<file path="src/rtl/fetch_pkg.sv">
// Shared types and default widths for the instruction fetch sequencer.
package fetch_pkg;

    typedef enum logic [1:0] {IDLE, REQUEST, HOLD} fetch_state_t;

    localparam int OPERAND_WIDTH_DEF = 11;
    localparam int INSTR_WIDTH_DEF   = 16;

endpackage

</file>
<file path="src/rtl/instruction_fetch_if.sv">
// Bundle of PC, memory-read, instruction-register and branch signals around the fetch unit.
// Handshakes: memory read completes in the cycle mem_rd_req && mem_rd_ack (data valid that cycle);
// the decoder takes ir_out in the cycle ir_valid && ir_ready; ir_out/ir_valid hold otherwise.
interface instruction_fetch_if import fetch_pkg::*; #(
    parameter int OPERAND_WIDTH = OPERAND_WIDTH_DEF,
    parameter int INSTR_WIDTH   = INSTR_WIDTH_DEF
) ();

    logic                     fetch_en;
    logic [OPERAND_WIDTH-1:0] pc_value;
    logic [OPERAND_WIDTH-1:0] pc_next;
    logic                     pc_wr;
    logic [OPERAND_WIDTH-1:0] mem_addr;
    logic                     mem_rd_req;
    logic                     mem_rd_ack;
    logic [INSTR_WIDTH-1:0]   mem_rd_data;
    logic [INSTR_WIDTH-1:0]   ir_out;
    logic                     ir_valid;
    logic                     ir_ready;
    logic                     branch_en;
    logic [OPERAND_WIDTH-1:0] branch_target;

    modport master (
        input  fetch_en, pc_value, mem_rd_ack, mem_rd_data, ir_ready, branch_en, branch_target,
        output pc_next, pc_wr, mem_addr, mem_rd_req, ir_out, ir_valid
    );

    modport slave (
        output fetch_en, pc_value, mem_rd_ack, mem_rd_data, ir_ready, branch_en, branch_target,
        input  pc_next, pc_wr, mem_addr, mem_rd_req, ir_out, ir_valid
    );

endinterface

</file>
<file path="src/rtl/instruction_fetch.sv">
// Fetch sequencer: reads one instruction per PC, presents it through a valid/ready IR,
// and is the sole writer of the program counter (sequential advance and branch redirects).
module instruction_fetch import fetch_pkg::*; #(
    parameter int OPERAND_WIDTH = OPERAND_WIDTH_DEF,
    parameter int INSTR_WIDTH   = INSTR_WIDTH_DEF
) (
    input  logic                clock,
    input  logic                fetch_reset_n,
    instruction_fetch_if.master bus,
    output fetch_state_t        state_dbg
);

    fetch_state_t             state_q, state_d;
    logic [INSTR_WIDTH-1:0]   ir_out_q, ir_out_d;
    logic                     ir_valid_q, ir_valid_d;
    logic                     redirect_pend_q, redirect_pend_d;
    logic [OPERAND_WIDTH-1:0] redirect_pc_q, redirect_pc_d;
    logic                     pc_wr;
    logic [OPERAND_WIDTH-1:0] pc_next;

    always_ff @(posedge clock or negedge fetch_reset_n) begin
        if (!fetch_reset_n) begin
            state_q         <= IDLE;
            ir_out_q        <= '0;
            ir_valid_q      <= 1'b0;
            redirect_pend_q <= 1'b0;
            redirect_pc_q   <= '0;
        end else begin
            state_q         <= state_d;
            ir_out_q        <= ir_out_d;
            ir_valid_q      <= ir_valid_d;
            redirect_pend_q <= redirect_pend_d;
            redirect_pc_q   <= redirect_pc_d;
        end
    end

    always_comb begin
        state_d         = state_q;
        ir_out_d        = ir_out_q;
        ir_valid_d      = ir_valid_q;
        redirect_pend_d = redirect_pend_q;
        redirect_pc_d   = redirect_pc_q;
        pc_wr           = 1'b0;
        pc_next         = bus.pc_value;

        unique case (state_q)
            IDLE: begin
                if (bus.branch_en) begin
                    pc_wr   = 1'b1;
                    pc_next = bus.branch_target;
                end
                if (bus.fetch_en) state_d = REQUEST;
            end

            REQUEST: begin
                if (bus.mem_rd_ack) begin
                    if (redirect_pend_q || bus.branch_en) begin
                        // Stale fetch: drop the data and jump to the newest target.
                        pc_wr           = 1'b1;
                        pc_next         = bus.branch_en ? bus.branch_target : redirect_pc_q;
                        redirect_pend_d = 1'b0;
                        state_d         = bus.fetch_en ? REQUEST : IDLE;
                    end else begin
                        ir_out_d   = bus.mem_rd_data;
                        ir_valid_d = 1'b1;
                        pc_wr      = 1'b1;
                        pc_next    = bus.pc_value + OPERAND_WIDTH'(1);
                        state_d    = HOLD;
                    end
                end else if (bus.branch_en) begin
                    // PC stays put so mem_addr is stable until the ack arrives.
                    redirect_pend_d = 1'b1;
                    redirect_pc_d   = bus.branch_target;
                end
            end

            HOLD: begin
                if (bus.branch_en) begin
                    ir_valid_d = 1'b0;
                    pc_wr      = 1'b1;
                    pc_next    = bus.branch_target;
                    state_d    = bus.fetch_en ? REQUEST : IDLE;
                end else if (bus.ir_ready) begin
                    ir_valid_d = 1'b0;
                    state_d    = bus.fetch_en ? REQUEST : IDLE;
                end
            end

            default: state_d = IDLE;
        endcase
    end

    assign bus.pc_wr      = pc_wr;
    assign bus.pc_next    = pc_next;
    assign bus.mem_addr   = bus.pc_value;
    assign bus.mem_rd_req = (state_q == REQUEST);
    assign bus.ir_out     = ir_out_q;
    assign bus.ir_valid   = ir_valid_q;
    assign state_dbg      = state_q;

endmodule

</file>
<file path="src/flat_wrapper.sv">
// flat-port wrapper written by rule: the top's interface ports become plain ports
module instruction_fetch_flat import fetch_pkg::*;
#(
    parameter int OPERAND_WIDTH = OPERAND_WIDTH_DEF,
    parameter int INSTR_WIDTH   = INSTR_WIDTH_DEF
)
  (clock, fetch_reset_n, state_dbg, bus_fetch_en, bus_pc_value, bus_mem_rd_ack, bus_mem_rd_data, bus_ir_ready, bus_branch_en, bus_branch_target, bus_pc_next, bus_pc_wr, bus_mem_addr, bus_mem_rd_req, bus_ir_out, bus_ir_valid);
  instruction_fetch_if #(.OPERAND_WIDTH(OPERAND_WIDTH), .INSTR_WIDTH(INSTR_WIDTH)) bus_i ();
  input  logic clock;
  input  logic fetch_reset_n;
  output fetch_state_t state_dbg;
  input wire logic [$bits(bus_i.fetch_en)-1:0] bus_fetch_en;
  input wire logic [$bits(bus_i.pc_value)-1:0] bus_pc_value;
  input wire logic [$bits(bus_i.mem_rd_ack)-1:0] bus_mem_rd_ack;
  input wire logic [$bits(bus_i.mem_rd_data)-1:0] bus_mem_rd_data;
  input wire logic [$bits(bus_i.ir_ready)-1:0] bus_ir_ready;
  input wire logic [$bits(bus_i.branch_en)-1:0] bus_branch_en;
  input wire logic [$bits(bus_i.branch_target)-1:0] bus_branch_target;
  output wire logic [$bits(bus_i.pc_next)-1:0] bus_pc_next;
  output wire logic [$bits(bus_i.pc_wr)-1:0] bus_pc_wr;
  output wire logic [$bits(bus_i.mem_addr)-1:0] bus_mem_addr;
  output wire logic [$bits(bus_i.mem_rd_req)-1:0] bus_mem_rd_req;
  output wire logic [$bits(bus_i.ir_out)-1:0] bus_ir_out;
  output wire logic [$bits(bus_i.ir_valid)-1:0] bus_ir_valid;
  assign bus_i.fetch_en = bus_fetch_en;
  assign bus_i.pc_value = bus_pc_value;
  assign bus_i.mem_rd_ack = bus_mem_rd_ack;
  assign bus_i.mem_rd_data = bus_mem_rd_data;
  assign bus_i.ir_ready = bus_ir_ready;
  assign bus_i.branch_en = bus_branch_en;
  assign bus_i.branch_target = bus_branch_target;
  assign bus_pc_next = bus_i.pc_next;
  assign bus_pc_wr = bus_i.pc_wr;
  assign bus_mem_addr = bus_i.mem_addr;
  assign bus_mem_rd_req = bus_i.mem_rd_req;
  assign bus_ir_out = bus_i.ir_out;
  assign bus_ir_valid = bus_i.ir_valid;
  instruction_fetch #(.OPERAND_WIDTH(OPERAND_WIDTH), .INSTR_WIDTH(INSTR_WIDTH)) u_core (.clock(clock), .fetch_reset_n(fetch_reset_n), .bus(bus_i), .state_dbg(state_dbg));
endmodule
</file>
<file path="config.mk">
export PLATFORM = sky130hd
export DESIGN_NAME = instruction_fetch_flat
export DESIGN_NICKNAME = d
export VERILOG_FILES = /design/src/rtl/fetch_pkg.sv /design/src/rtl/instruction_fetch_if.sv /design/src/rtl/instruction_fetch.sv /design/src/flat_wrapper.sv
export SDC_FILE = /design/constraint.sdc
export NUM_CORES = 1
export LEC_CHECK = 0
export ABC_CLOCK_PERIOD_IN_PS = 2650
export BUFFER_PORTS_ARGS = -buffer_cell sky130_fd_sc_hd__buf_2
export CAP_MARGIN = 20
export CORE_ASPECT_RATIO = 1.75
export CORE_MARGIN = 5
export CORE_UTILIZATION = 30
export CTS_CLUSTER_DIAMETER = 150
export DETAILED_ROUTE_END_ITERATION = 12
export GPL_TIMING_DRIVEN = 0
export SYNTH_ARGS = -nofsm -noshare
export SYNTH_HDL_FRONTEND = slang
export SYNTH_SLANG_ARGS = --single-unit
</file>
<file path="constraint.sdc">
create_clock -name clock -period 2.65 [get_ports clock]
set_input_delay 0.795 -clock clock [delete_from_list [all_inputs] [get_ports clock]]
set_output_delay 0.795 -clock clock [all_outputs]
set_load 0.01 [all_outputs]
</file>
### Word-level counts from Yosys, hierarchy flattened

Cells that the tools add are included.

| word-level totals | value |
|---|---|
| bits in registers | 31 |
| input port bits | 44 |
| output and inout bits | 43 |
| logic and storage cells | 48 |

| cells by class | value |
|---|---|
| add/subtract/negate cells | 1 |
| eq/ne operators | 7 |
| mux-type cells | 23 |
| bitwise operators | 2 |
| reductions and logical operators | 10 |

Operators with widths:

| cell | number |
|---|---|
| 11-bit two-way mux | 4 |
| 11-bit case mux with 2 select lines | 1 |
| 11-bit by 1-bit adder with 11-bit output, second input constant | 1 |
| 1-bit two-way mux | 10 |
| 2-bit two-way mux | 5 |
| 3-bit AND reduction | 3 |
| 2-bit inequality test, second input constant | 3 |
| 2-bit case mux with 3 select lines | 1 |
| 1-bit case mux with 2 select lines | 2 |
| 4-bit AND reduction | 1 |
| 2-bit nonzero test | 2 |
| 3-bit inequality test, second input constant | 1 |
| 2-bit by 1-bit == test with 1-bit output, second input constant | 1 |
| 2-bit == test, second input constant | 1 |
| 2-bit zero test | 1 |
| 2-bit by 1-bit inequality test with 1-bit output, second input constant | 1 |
| 1-bit inverter | 2 |
| 2-bit AND reduction | 1 |
| 2-bit OR reduction | 1 |
| 1-bit logical OR | 1 |

### Depth between registers and ports, before layout

Gate-level depths: netlist of run 1.

| logic depth | value |
|---|---|
| depth in word-level cells | 4 |
| gate-level depth with buffers | 7 |
| gate-level depth less buffers | 5 |

### Worst setup path before layout of run 1

No wires, ideal clock.

| path | value |
|---|---|
| path kind | input to output |
| start point | in bus_branch_en |
| end point | out bus_pc_next[4] |
| data arrival time | 1,829 ps |
| required time | 1,855 ps |
| path slack | 26 ps |
| stages | 5 |
| path through | buf_6 or2_2 nor3_1 o21ai_0 a211oi_1 |

| on the way | value |
|---|---|
| cells in the longest elaborated chain, start to end | 4 |
| elaborated cells on any way between the ends | 6 |

RTL lines:

| what | line | RTL |
|---|---|---|
| from (decl) | flat_wrapper.sv:17 | `input wire logic [$bits(bus_i.branch_en)-1:0] bus_branch_en;` |
| 11-bit two-way mux / 1-bit logical OR (equally long branches) | instruction_fetch.sv:60, instruction_fetch.sv:57 |  |
| 11-bit two-way mux | instruction_fetch.sv:57 | `if (redirect_pend_q \|\| bus.branch_en) begin` |
| 11-bit two-way mux | instruction_fetch.sv:56 | `if (bus.mem_rd_ack) begin` |
| 11-bit case mux with 2 select lines (*) | instruction_fetch.sv:46 | `unique case (state_q)` |
| to (decl) | flat_wrapper.sv:19 | `output wire logic [$bits(bus_i.pc_next)-1:0] bus_pc_next;` |

Mark *: on every way between the ends. The rest lies on a longest branch, timed or not.

### Final worst setup path of run 1

| path | value |
|---|---|
| start point | in bus_branch_en |
| end point | out bus_pc_next[3] |

Same word-level chain as after synthesis.

==> impl_metrics.py, run 1 <==
metrics = {
    "route": {
        "vias_per_cell": 5.02,
        "m1WireLength_um": 2070,
        "first_pass_iters": 4,
        "wire_per_inst_um": 15.9,
        "via_count": 1901,
        "route.detailed.drc": 0,
        "finalWirelength_um": 6040,
        "wl_met2_um": 3510,
        "top_layer_used": "met4",
        "wl_met3_um": 333,
        "ant_nets": 0,
        "drtIter0Drc": 111,
    },
    "flow_run": {
        "max_cap_violations": 0,
    },
    "clock_network": {
        "cts_tree": "yes",
        "clk_latency_ns": 0.27,
        "clkTransAtPathRegs_ns": 0.05,
        "cts_made_buffers": 5,
        "root_buffer": "clkbuf_16",
        "clockBufferDepth": 2,
        "clock_sinks": 31,
        "h-tree-depth": 2,
    },
    "critical_path": {
        "slowest_delay_ns": 0.28,
        "endpoint_kind": "primary output",
        "critPathKind": "primary input to primary output",
        "worstPathMaxFanout": 9,
        "critPathRequiredTime_ns": 1.86,
        "path_cells": "buf_6 -> inv_2 -> o22ai_1 -> a211o_1 -> a21oi_1 -> buf_2",
        "critPathArrivalTime_ns": 1.84,
        "slowest_stage": "a211o_1",
        "start_kind": "primary input",
    },
    "synth": {
        "yosys.cell_types.count": 53,
        "synth_top_area_share": 0.381,
        "ys.warnings.count": 0,
        "synth_area_leaders": "dfrtp_1 (38%), mux2_2 (11%), mux2_4 (5.9%), buf_4 (4.4%), nand2_1 (3.1%)",
        "syn_area_per_cell_um2": 10.3,
        "synth-seq-cells": 31,
        "async_flop_share": 1.00,
        "synthFlopType": "dfrtp_1",
        "synth-edff-count": 0,
        "ys_seq_area_frac": 0.381,
        "syn_inst": 198,
        "syn_nets": 243,
        "synth_top_cell_by_area": "dfrtp_1",
        "netlist_area_um2": 2040,
    },
    "timing": {
        "worst_pin_slew_ns": 0.709,
        "finalHoldViolations": 0,
        "rsz0062_at_grt": "true",
        "finalWorstPathRequiredPeriod_ns": 2.64,
        "setup_viol": 0,
        "finalCritPeriodShare": 0.995,
        "fin_tns_setup_ns": 0,
        "clock.fmax_ghz": 0.379,
        "skew_ns": 0.00358,
        "maxSlewViolCount": 0,
        "slew-limit-headroom": 0.528,
    },
    "finish": {
        "final_util": 0.452,
        "final_cells": 379,
        "synthToLayoutAreaGrowth_pct": 46.3,
        "nets": 341,
        "drive_above_1_share": 0.589,
        "fin_area_um2": 2980,
        "antenna_cells": 0,
    },
    "floorplan": {
        "start_util": 0.309,
        "dieArea_um2": 8600,
        "die_y_um": 119,
        "fp.dieW_um": 72.3,
        "core-area_um2": 6590,
        "io_pins": 87,
        "num_rows": 39,
    },
    "placement": {
        "dpl.hpwl_um": 4690,
        "port_buffers": 84,
        "globalplace.congestion": 0.846,
        "dpl-instance-area_um2": 2560,
        "placed_cells": 364,
    },
    "pwr": {
        "total_power_mw": 2.33,
        "ir_worst_vdd_v": 0.000556,
        "leakage_nw": 1.35,
        "powerDensity_nw_per_um2": 781,
    },
    "global_routing": {
        "antenna_found_initial": 0,
        "overflow": 0,
        "grt_pass1_vias": 1962,
        "grt_max_degree": 32,
        "grt_use_total": 0.141,
        "grt_pass1_wl_um": 9630,
    },
    "status": {
        "status": "finished, final reports clean",
    },
    "min_path": {
        "hold_class": "flop to flop",
    },
}
[Yosys cell counts (2+ instances only)]
cell type  instances
buf_6              4
buf_2              4
mux2i_1            4
a211oi_1           2
nand2b_1           3
a211o_1            2
inv_1              3
buf_4             12
nand2_1           17
a21oi_1            9
o22ai_1           10
a31oi_1            2
xnor2_1            2
mux2_4             8
mux2_2            19
o21ai_0            5
inv_2              2
nor2_4             2
dfrtp_1           31
nor3_1             6
nand3_1            6
o221ai_1           3
nor2_1            11
o21a_1             2
[layout make-up]
class	instances	area, µm²
fillers	658	3610
multi-input cells	139	1210
flip-flops and latches	31	776
repair buffers	93	539
plain buffers	20	168
clock buffers	8	156
well taps	82	103
inverters	6	30.0
[report_power, final]
part / leakage [nW] / switching (mW) / internal (mW)
Sequential: 0.367 / 0.104 / 0.671
Combinational: 0.904 / 0.464 / 0.499
Clock: 0.0772 / 0.189 / 0.399
[cell families after synthesis]
kind of cell,count (synthesis),synth area share
compound gates,47,0.160
xor+xnor,2,0.00860
fa+ha+maj,1,0.00614
buf+inv,28,0.103
flops,31,0.381
mux,31,0.184
simple gates,58,0.157
[stage by stage]
stage / setup WS, ns / hold WS (ns)
after floorplan: 0.0262 / 0.471
after global placement: -0.239 / 0.484
after detailed placement: -0.251 / 0.487
after CTS: -0.0161 / 0.502
after global routing: -0.0801 / 0.520
final: 0.0145 / 0.500
[worst max-delay path, delay by kind of cell]
kind | cells | cell delay, ns
AOI/OAI and AO/OA | 3 | 0.58
buffers and inverters | 3 | 0.46
[layout by cell type, fill, tap and decap left out, types with 3 or more instances in the layout]
cell type	Yosys	routed
buf_4	12	22
nor3_1	6	3
a21oi_1	9	9
nand2_1	17	15
nand2b_1	3	3
clkbuf_16	0	5
o22ai_1	10	9
inv_1	3	3
buf_2	4	78
mux2_4	8	8
mux2i_1	4	4
dfrtp_1	31	31
mux2_2	19	19
nor2_1	11	11
o21ai_0	5	3
nor2_4	2	3
nand3_1	6	3
buf_6	4	7
nand3_4	0	4
clkbuf_4	0	3
[registers in the layout, indices dropped and copies added (netlist names)]
register / count
u_core.bus.ir_valid: 1
u_core.state_dbg: 2
u_core.bus.ir_out: 16
u_core.redirect_pend_q: 1
u_core.redirect_pc_q: 11
[metal layers]
metal / up-vias / global-route usage
met5: - / 0
met1: 909 / 0.148
met4: 0 / 0.0541
li1: 916 / -
met2: 66 / 0.268
met3: 10 / 0.0253
[path summary, 6_finish.rpt]
| check | cells past startpoint | slack, ns | startpoint | endpoint |
|---|---|---|---|---|
| min in group asynchronous | 1 | 0.57 | fetch_reset_n | u_core.redirect_pc_q[6] |
| max reg2reg | 4 | 1.06 | u_core.state_dbg[1] | u_core.redirect_pc_q[5] |
| max | 6 | 0.01 | bus_branch_en | bus_pc_next[3] |
| max in group asynchronous | 1 | 1.61 | fetch_reset_n | u_core.redirect_pc_q[8] |
| min | 1 | 0.50 | u_core.bus.ir_out[4] | u_core.bus.ir_out[4] |
| min reg2reg | 1 | 0.50 | u_core.bus.ir_out[4] | u_core.bus.ir_out[4] |
[repair_timing]
item,CTS,global route
setup buffers,5,4
hold buffers,0,0
endpoints found under the setup margin,11,9
pin swaps,5,7
resized for setup,22,29
Note: power is estimated with default switching activity, not from simulation.
==> run 2, diff against run 1 <==
--- a/config.mk
+++ b/config.mk
@@ -14,6 +14,8 @@
 export CTS_CLUSTER_DIAMETER = 150
 export DETAILED_ROUTE_END_ITERATION = 12
 export GPL_TIMING_DRIVEN = 0
+export HOLD_SLACK_MARGIN = 0.1
+export SETUP_SLACK_MARGIN = 0.2
 export SYNTH_ARGS = -nofsm -noshare
 export SYNTH_HDL_FRONTEND = slang
 export SYNTH_SLANG_ARGS = --single-unit
==> run 2 against run 1 <==
Via count increased by 3.6%. Sequential power about the same. Critical path depth increased by 2. Wire length increased by 7.6%. Largest cell class unchanged. Largest power group unchanged. Register-to-register slack got worse by 0.17 ns. Worst hold slack got worse by 0.0013 ns. Power increased by 3.7%. Global-route usage increased by 1.1 points. Sequential share of layout area decreased by 2.0 points. Worst setup slack improved by 0.0029 ns.
==> impl_metrics.py, run 2 (synthesis results as in run 1) <==
metrics = {
    "status": {
        "status": "finished, final reports clean",
    },
    "route": {
        "finalWirelength_um": 6510,
        "vias_per_cell": 5.06,
        "wire_per_inst_um": 16.7,
        "route.detailed.drc": 0,
        "ant_nets": 0,
        "drtIter0Drc": 89,
        "via_count": 1969,
        "first_pass_iters": 6,
    },
    "timing": {
        "clock.fmax_ghz": 0.380,
        "rsz0062_at_grt": "true",
        "worst_pin_slew_ns": 0.716,
        "finalWorstPathRequiredPeriod_ns": 2.63,
        "whs_ns": 0.498,
        "finalHoldViolations": 0,
        "slew-limit-headroom": 0.523,
        "worst_slack_ns": 0.0175,
        "maxSlewViolCount": 0,
        "skew_ns": 0.00418,
        "fin_tns_setup_ns": 0,
        "setup_viol": 0,
        "finalCritPeriodShare": 0.993,
    },
    "critical_path": {
        "worstPathMaxFanout": 6,
        "endpoint_kind": "primary output",
        "critPathKind": "primary input to primary output",
        "critPathArrivalTime_ns": 1.84,
        "reg2reg_depth": 8,
        "critPathRequiredTime_ns": 1.86,
        "start_kind": "primary input",
    },
    "floorplan": {
        "io_pins": 87,
        "num_rows": 39,
        "start_util": 0.309,
        "fp.dieW_um": 72.3,
        "core-area_um2": 6590,
        "dieArea_um2": 8600,
        "die_y_um": 119,
    },
    "clock_network": {
        "clkTransAtPathRegs_ns": 0.05,
        "clock_sinks": 31,
        "cts_made_buffers": 5,
        "cts_hold_buffers": 0,
        "cts_tree": "yes",
        "clk_latency_ns": 0.27,
        "root_buffer": "clkbuf_16",
        "clockBufferDepth": 2,
        "h-tree-depth": 2,
    },
    "global_routing": {
        "grt.busiest_layer": "met2",
        "grt_util_met1": 0.154,
        "grt_use_total": 0.153,
        "use_met2": 0.285,
        "grt_pass1_wl_um": 10400,
        "grt_pass1_vias": 2085,
        "overflow": 0,
        "antenna_found_initial": 0,
        "grt_max_degree": 32,
        "grt_use_met3": 0.0287,
    },
    "min_path": {
        "hold_class": "flop to flop",
        "holdPathStages": 1,
    },
    "pwr": {
        "total_power_mw": 2.41,
        "ir_worst_vdd_v": 0.000483,
        "leakage_nw": 1.46,
        "powerDensity_nw_per_um2": 747,
    },
    "finish": {
        "final_util": 0.490,
        "final_common_cell": "buf_2",
        "synthToLayoutAreaGrowth_pct": 58.4,
        "nets": 351,
        "final_cells": 389,
        "fin_area_um2": 3230,
        "drive_above_1_share": 0.651,
        "largest_register_ffs": 16,
        "final_cell_mix": "buf_2 (74), dfrtp_1 (31), buf_4 (30), mux2_2 (18), nand2_1 (15)",
        "antenna_cells": 0,
        "fillers": 647,
    },
    "placement": {
        "dpl.hpwl_um": 4720,
        "port_buffers": 84,
        "dpl-instance-area_um2": 2620,
        "placed_cells": 364,
        "dpl_worst_slack_ns": -0.260,
        "globalplace.congestion": 0.845,
    },
    "flow_run": {
        "max_cap_violations": 0,
    },
}
==> run 2: cell count changes in the layout (fill, tap and decap cells not counted), moves of 2 or more <==
cell and change:
buf_2 -4, a21oi_1 -4, buf_6 +5, a21oi_2 +4, o22ai_2 +3, buf_12 +2
o22ai_1 -3, nor3_1 -2, buf_4 +8, clkbuf_4 -3
==> run 2: worst paths after layout <==
path	from	endpoint	slack [ns]
worst min-delay path	u_core.bus.ir_out[6]	u_core.bus.ir_out[6]	0.50
worst max register to register	u_core.state_dbg[0]	u_core.bus.ir_out[12]	0.89
worst max-delay path	bus_pc_value[1]	bus_pc_next[4]	0.02
max in group asynchronous	fetch_reset_n	u_core.redirect_pend_q	1.60
min in group asynchronous	fetch_reset_n	u_core.redirect_pc_q[9]	0.57
worst min register to register	u_core.bus.ir_out[6]	u_core.bus.ir_out[6]	0.50
==> run 2: area by class of cell <==
class / count / area, µm² / share of cell area
clock buffers: 8 / 156 / 0.0485
inverters: 6 / 37.5 / 0.0116
repair buffers: 101 / 641 / 0.199
flip-flops and latches: 31 / 776 / 0.240
multi-input cells: 139 / 1290 / 0.401
plain buffers: 22 / 219 / 0.0679
well taps: 82 / 103 / 0.0318
==> run 2: per-layer routing <==
layer / vias up / wire length [µm]
met4: 0 / 191
li1: 935 / -
met1: 953 / 2200
met3: 13 / 376
met5: - / 0
met2: 68 / 3740
==> run 2: where the power goes <==
part / leakage [nW] / internal, mW / switching, mW
clock network: 0.0772 / 0.399 / 0.189
registers: 0.367 / 0.671 / 0.107
logic: 1.02 / 0.550 / 0.496
total: 1.46 / 1.62 / 0.792
==> run 2: timing repair <==
item	CTS	global route
cloned	1	0
setup endpoints to repair	11	11
setup buffers	11	5
gates resized for setup	41	37
pin swaps	13	18
endpoints found under the hold margin	0	0
==> run 2: worst max-delay path, stage by stage <==
cell and delay (ns):
buf_12 0.09, ha_4 0.14, nand3_4 0.09, buf_6 0.15, nor3_4 0.12, o21ai_2 0.09, a211oi_2 0.21, buf_2 0.16
==> run 3, diff against run 2 <==
--- a/config.mk
+++ b/config.mk
@@ -10,11 +10,12 @@
 export CAP_MARGIN = 20
 export CORE_ASPECT_RATIO = 1.75
 export CORE_MARGIN = 5
-export CORE_UTILIZATION = 30
+export CORE_UTILIZATION = 40
 export CTS_CLUSTER_DIAMETER = 150
 export DETAILED_ROUTE_END_ITERATION = 12
 export GPL_TIMING_DRIVEN = 0
 export HOLD_SLACK_MARGIN = 0.1
+export PLACE_DENSITY = 0.69
 export SETUP_SLACK_MARGIN = 0.2
 export SYNTH_ARGS = -nofsm -noshare
 export SYNTH_HDL_FRONTEND = slang
==> constraint.sdc (replaced) <==
create_clock -name clock -period 2.65 [get_ports clock]
set_input_delay 0.265 -clock clock [delete_from_list [all_inputs] [get_ports clock]]
set_output_delay 0.265 -clock clock [all_outputs]
set_load 0.01 [all_outputs]
==> run 3 against run 2 <==
Power is 16% lower. Wire length down 13%. Worst setup slack gained 0.49 ns. Highest routed layer unchanged. First-iteration DRC count unchanged. Die area is 22% lower. Clock power fell by 42%. Utilization increased by 3.4 points. Cell count decreased by 12%. Sequential power is essentially flat.
==> impl_metrics.py, run 3 (synthesis results as in run 1) <==
metrics = {
    "timing": {
        "fin_tns_setup_ns": 0,
        "setup_viol": 0,
        "finalWorstPathRequiredPeriod_ns": 2.15,
        "maxSlewViolCount": 0,
        "clock.fmax_ghz": 0.466,
        "finalCritPeriodShare": 0.809,
        "worst_pin_slew_ns": 0.690,
        "finalHoldViolations": 0,
        "worst_slack_ns": 0.505,
        "rsz0062_at_grt": "false",
        "slew-limit-headroom": 0.540,
        "skew_ns": 0.00619,
    },
    "finish": {
        "fin_area_um2": 2610,
        "antenna_cells": 0,
        "drive_above_1_share": 0.522,
        "synthToLayoutAreaGrowth_pct": 28.0,
        "final_common_cell": "buf_2",
        "final_util": 0.524,
        "nets": 335,
        "largest_register_ffs": 16,
        "final_cell_mix": "buf_2 (88), dfrtp_1 (31), mux2_2 (19), nand2_1 (17), buf_4 (12)",
    },
    "route": {
        "via_count": 1894,
        "drtIter0Drc": 89,
        "wire_per_inst_um": 16.5,
        "first_pass_iters": 5,
        "vias_per_cell": 5.52,
        "finalWirelength_um": 5650,
        "route.detailed.drc": 0,
        "ant_nets": 0,
    },
    "critical_path": {
        "critPathRequiredTime_ns": 2.38,
        "reg2reg_depth": 5,
        "start_kind": "flop",
        "critPathKind": "flop to primary output",
        "r2r-end": "u_core.bus.ir_out[7]",
        "worstPathMaxFanout": 10,
        "endpoint_kind": "primary output",
        "r2r-start": "u_core.redirect_pend_q",
        "critPathArrivalTime_ns": 1.88,
        "r2r_slack_ns": 1.01,
    },
    "global_routing": {
        "antenna_found_initial": 0,
        "use_met2": 0.303,
        "grt_use_total": 0.173,
        "grt_util_met1": 0.189,
        "overflow": 0,
        "grt_pass1_wl_um": 9380,
        "grt_pass1_vias": 2011,
        "grt_max_degree": 32,
        "grt_use_met3": 0.0422,
        "grt.busiest_layer": "met2",
    },
    "pwr": {
        "powerDensity_nw_per_um2": 773,
        "leakage_nw": 1.23,
        "ir_worst_vdd_v": 0.000725,
    },
    "floorplan": {
        "num_rows": 34,
        "core-area_um2": 4980,
        "io_pins": 87,
        "die_y_um": 104,
        "dieArea_um2": 6680,
        "start_util": 0.409,
        "fp.dieW_um": 63.9,
    },
    "clock_network": {
        "clock_sinks": 31,
        "clkTransAtPathRegs_ns": 0.06,
        "post_cts_buffers": 0,
        "root_buffer": "clkbuf_8",
        "clockBufferDepth": 2,
        "cts_resized": 0,
        "cts_tree": "yes",
        "cts_made_buffers": 5,
        "h-tree-depth": 2,
        "clk_latency_ns": 0.28,
    },
    "min_path": {
        "min_from": "bus_fetch_en",
        "holdPathStages": 2,
        "hold_class": "primary input to flop",
        "min_to": "u_core.state_dbg[0]",
    },
    "placement": {
        "globalplace.congestion": 0.820,
        "dpl.hpwl_um": 4390,
        "dpl_worst_slack_ns": 0.789,
        "port_buffers": 84,
        "dpl-instance-area_um2": 2520,
    },
    "flow_run": {
        "max_cap_violations": 0,
    },
    "status": {
        "status": "finished, final reports clean",
    },
}
run 3: changes by cell type in the layout (fill, tap and decap cells not counted), sizes merged:
cell	before	now
dlygate4sd3	0	1
inv	5	6
clkbuf	10	7
buf	121	105
clkinv	1	0
run 3: metrics by stage:
step | hold slack [ns] | power, mW | std cells
floorplan | -0.0306 | 1.34 | 198
global placement | 0.366 | 1.66 | 336
detailed placement | 0.363 | 1.68 | 336
CTS | 0.188 | 2.03 | 343
global route | 0.185 | 2.16 | 343
finish | 0.188 | 2.02 | 343
run 3: worst max path at each step:
stage / start / endpoint / slack, ns
CTS: u_core.state_dbg[1] / bus_pc_next[9] / 0.50
global placement: bus_pc_value[0] / bus_pc_next[10] / 0.78
detailed placement: bus_pc_value[0] / bus_pc_next[10] / 0.79
global route: u_core.state_dbg[1] / bus_pc_next[4] / 0.41
finish: u_core.state_dbg[1] / bus_pc_next[9] / 0.50
floorplan: u_core.state_dbg[1] / bus_pc_next[4] / 0.95
run 3: critical path, cell delays in order, from the launching register on:
cell      delay [ns]
dfrtp_1         0.42
buf_6           0.16
nand3b_1        0.31
or3_1           0.42
o221ai_1        0.08
a21oi_1         0.06
buf_2           0.15
run 3: power breakdown:
group          internal (mW)  leakage, nW  switching (mW)
clock                  0.175       0.0371           0.167
combinational          0.462        0.822           0.437
sequential             0.670        0.367           0.106
run 3: final cells by class:
type / instances / area [µm²]
Tap cell: 54 / 67.6
Fill cell: 495 / 2370
Timing Repair Buffer: 85 / 430
Clock buffer: 6 / 72.6
Multi-Input combinational cell: 139 / 1050
Sequential cell: 31 / 776
Buffer: 22 / 180
Inverter: 6 / 30.0
run 3: routing by layer:
metal | routed length [µm] | share of wire | up-vias
met5 | 0 | 0 | -
met4 | 178 | 0.031 | 0
met3 | 450 | 0.080 | 16
met2 | 3000 | 0.53 | 85
met1 | 2020 | 0.36 | 893
li1 | - | - | 900
run 3: timing repair:
item | CTS | global route
hold endpoints to repair | 31 | 0
hold buffers | 1 | 0
setup endpoints to repair | 0 | 0
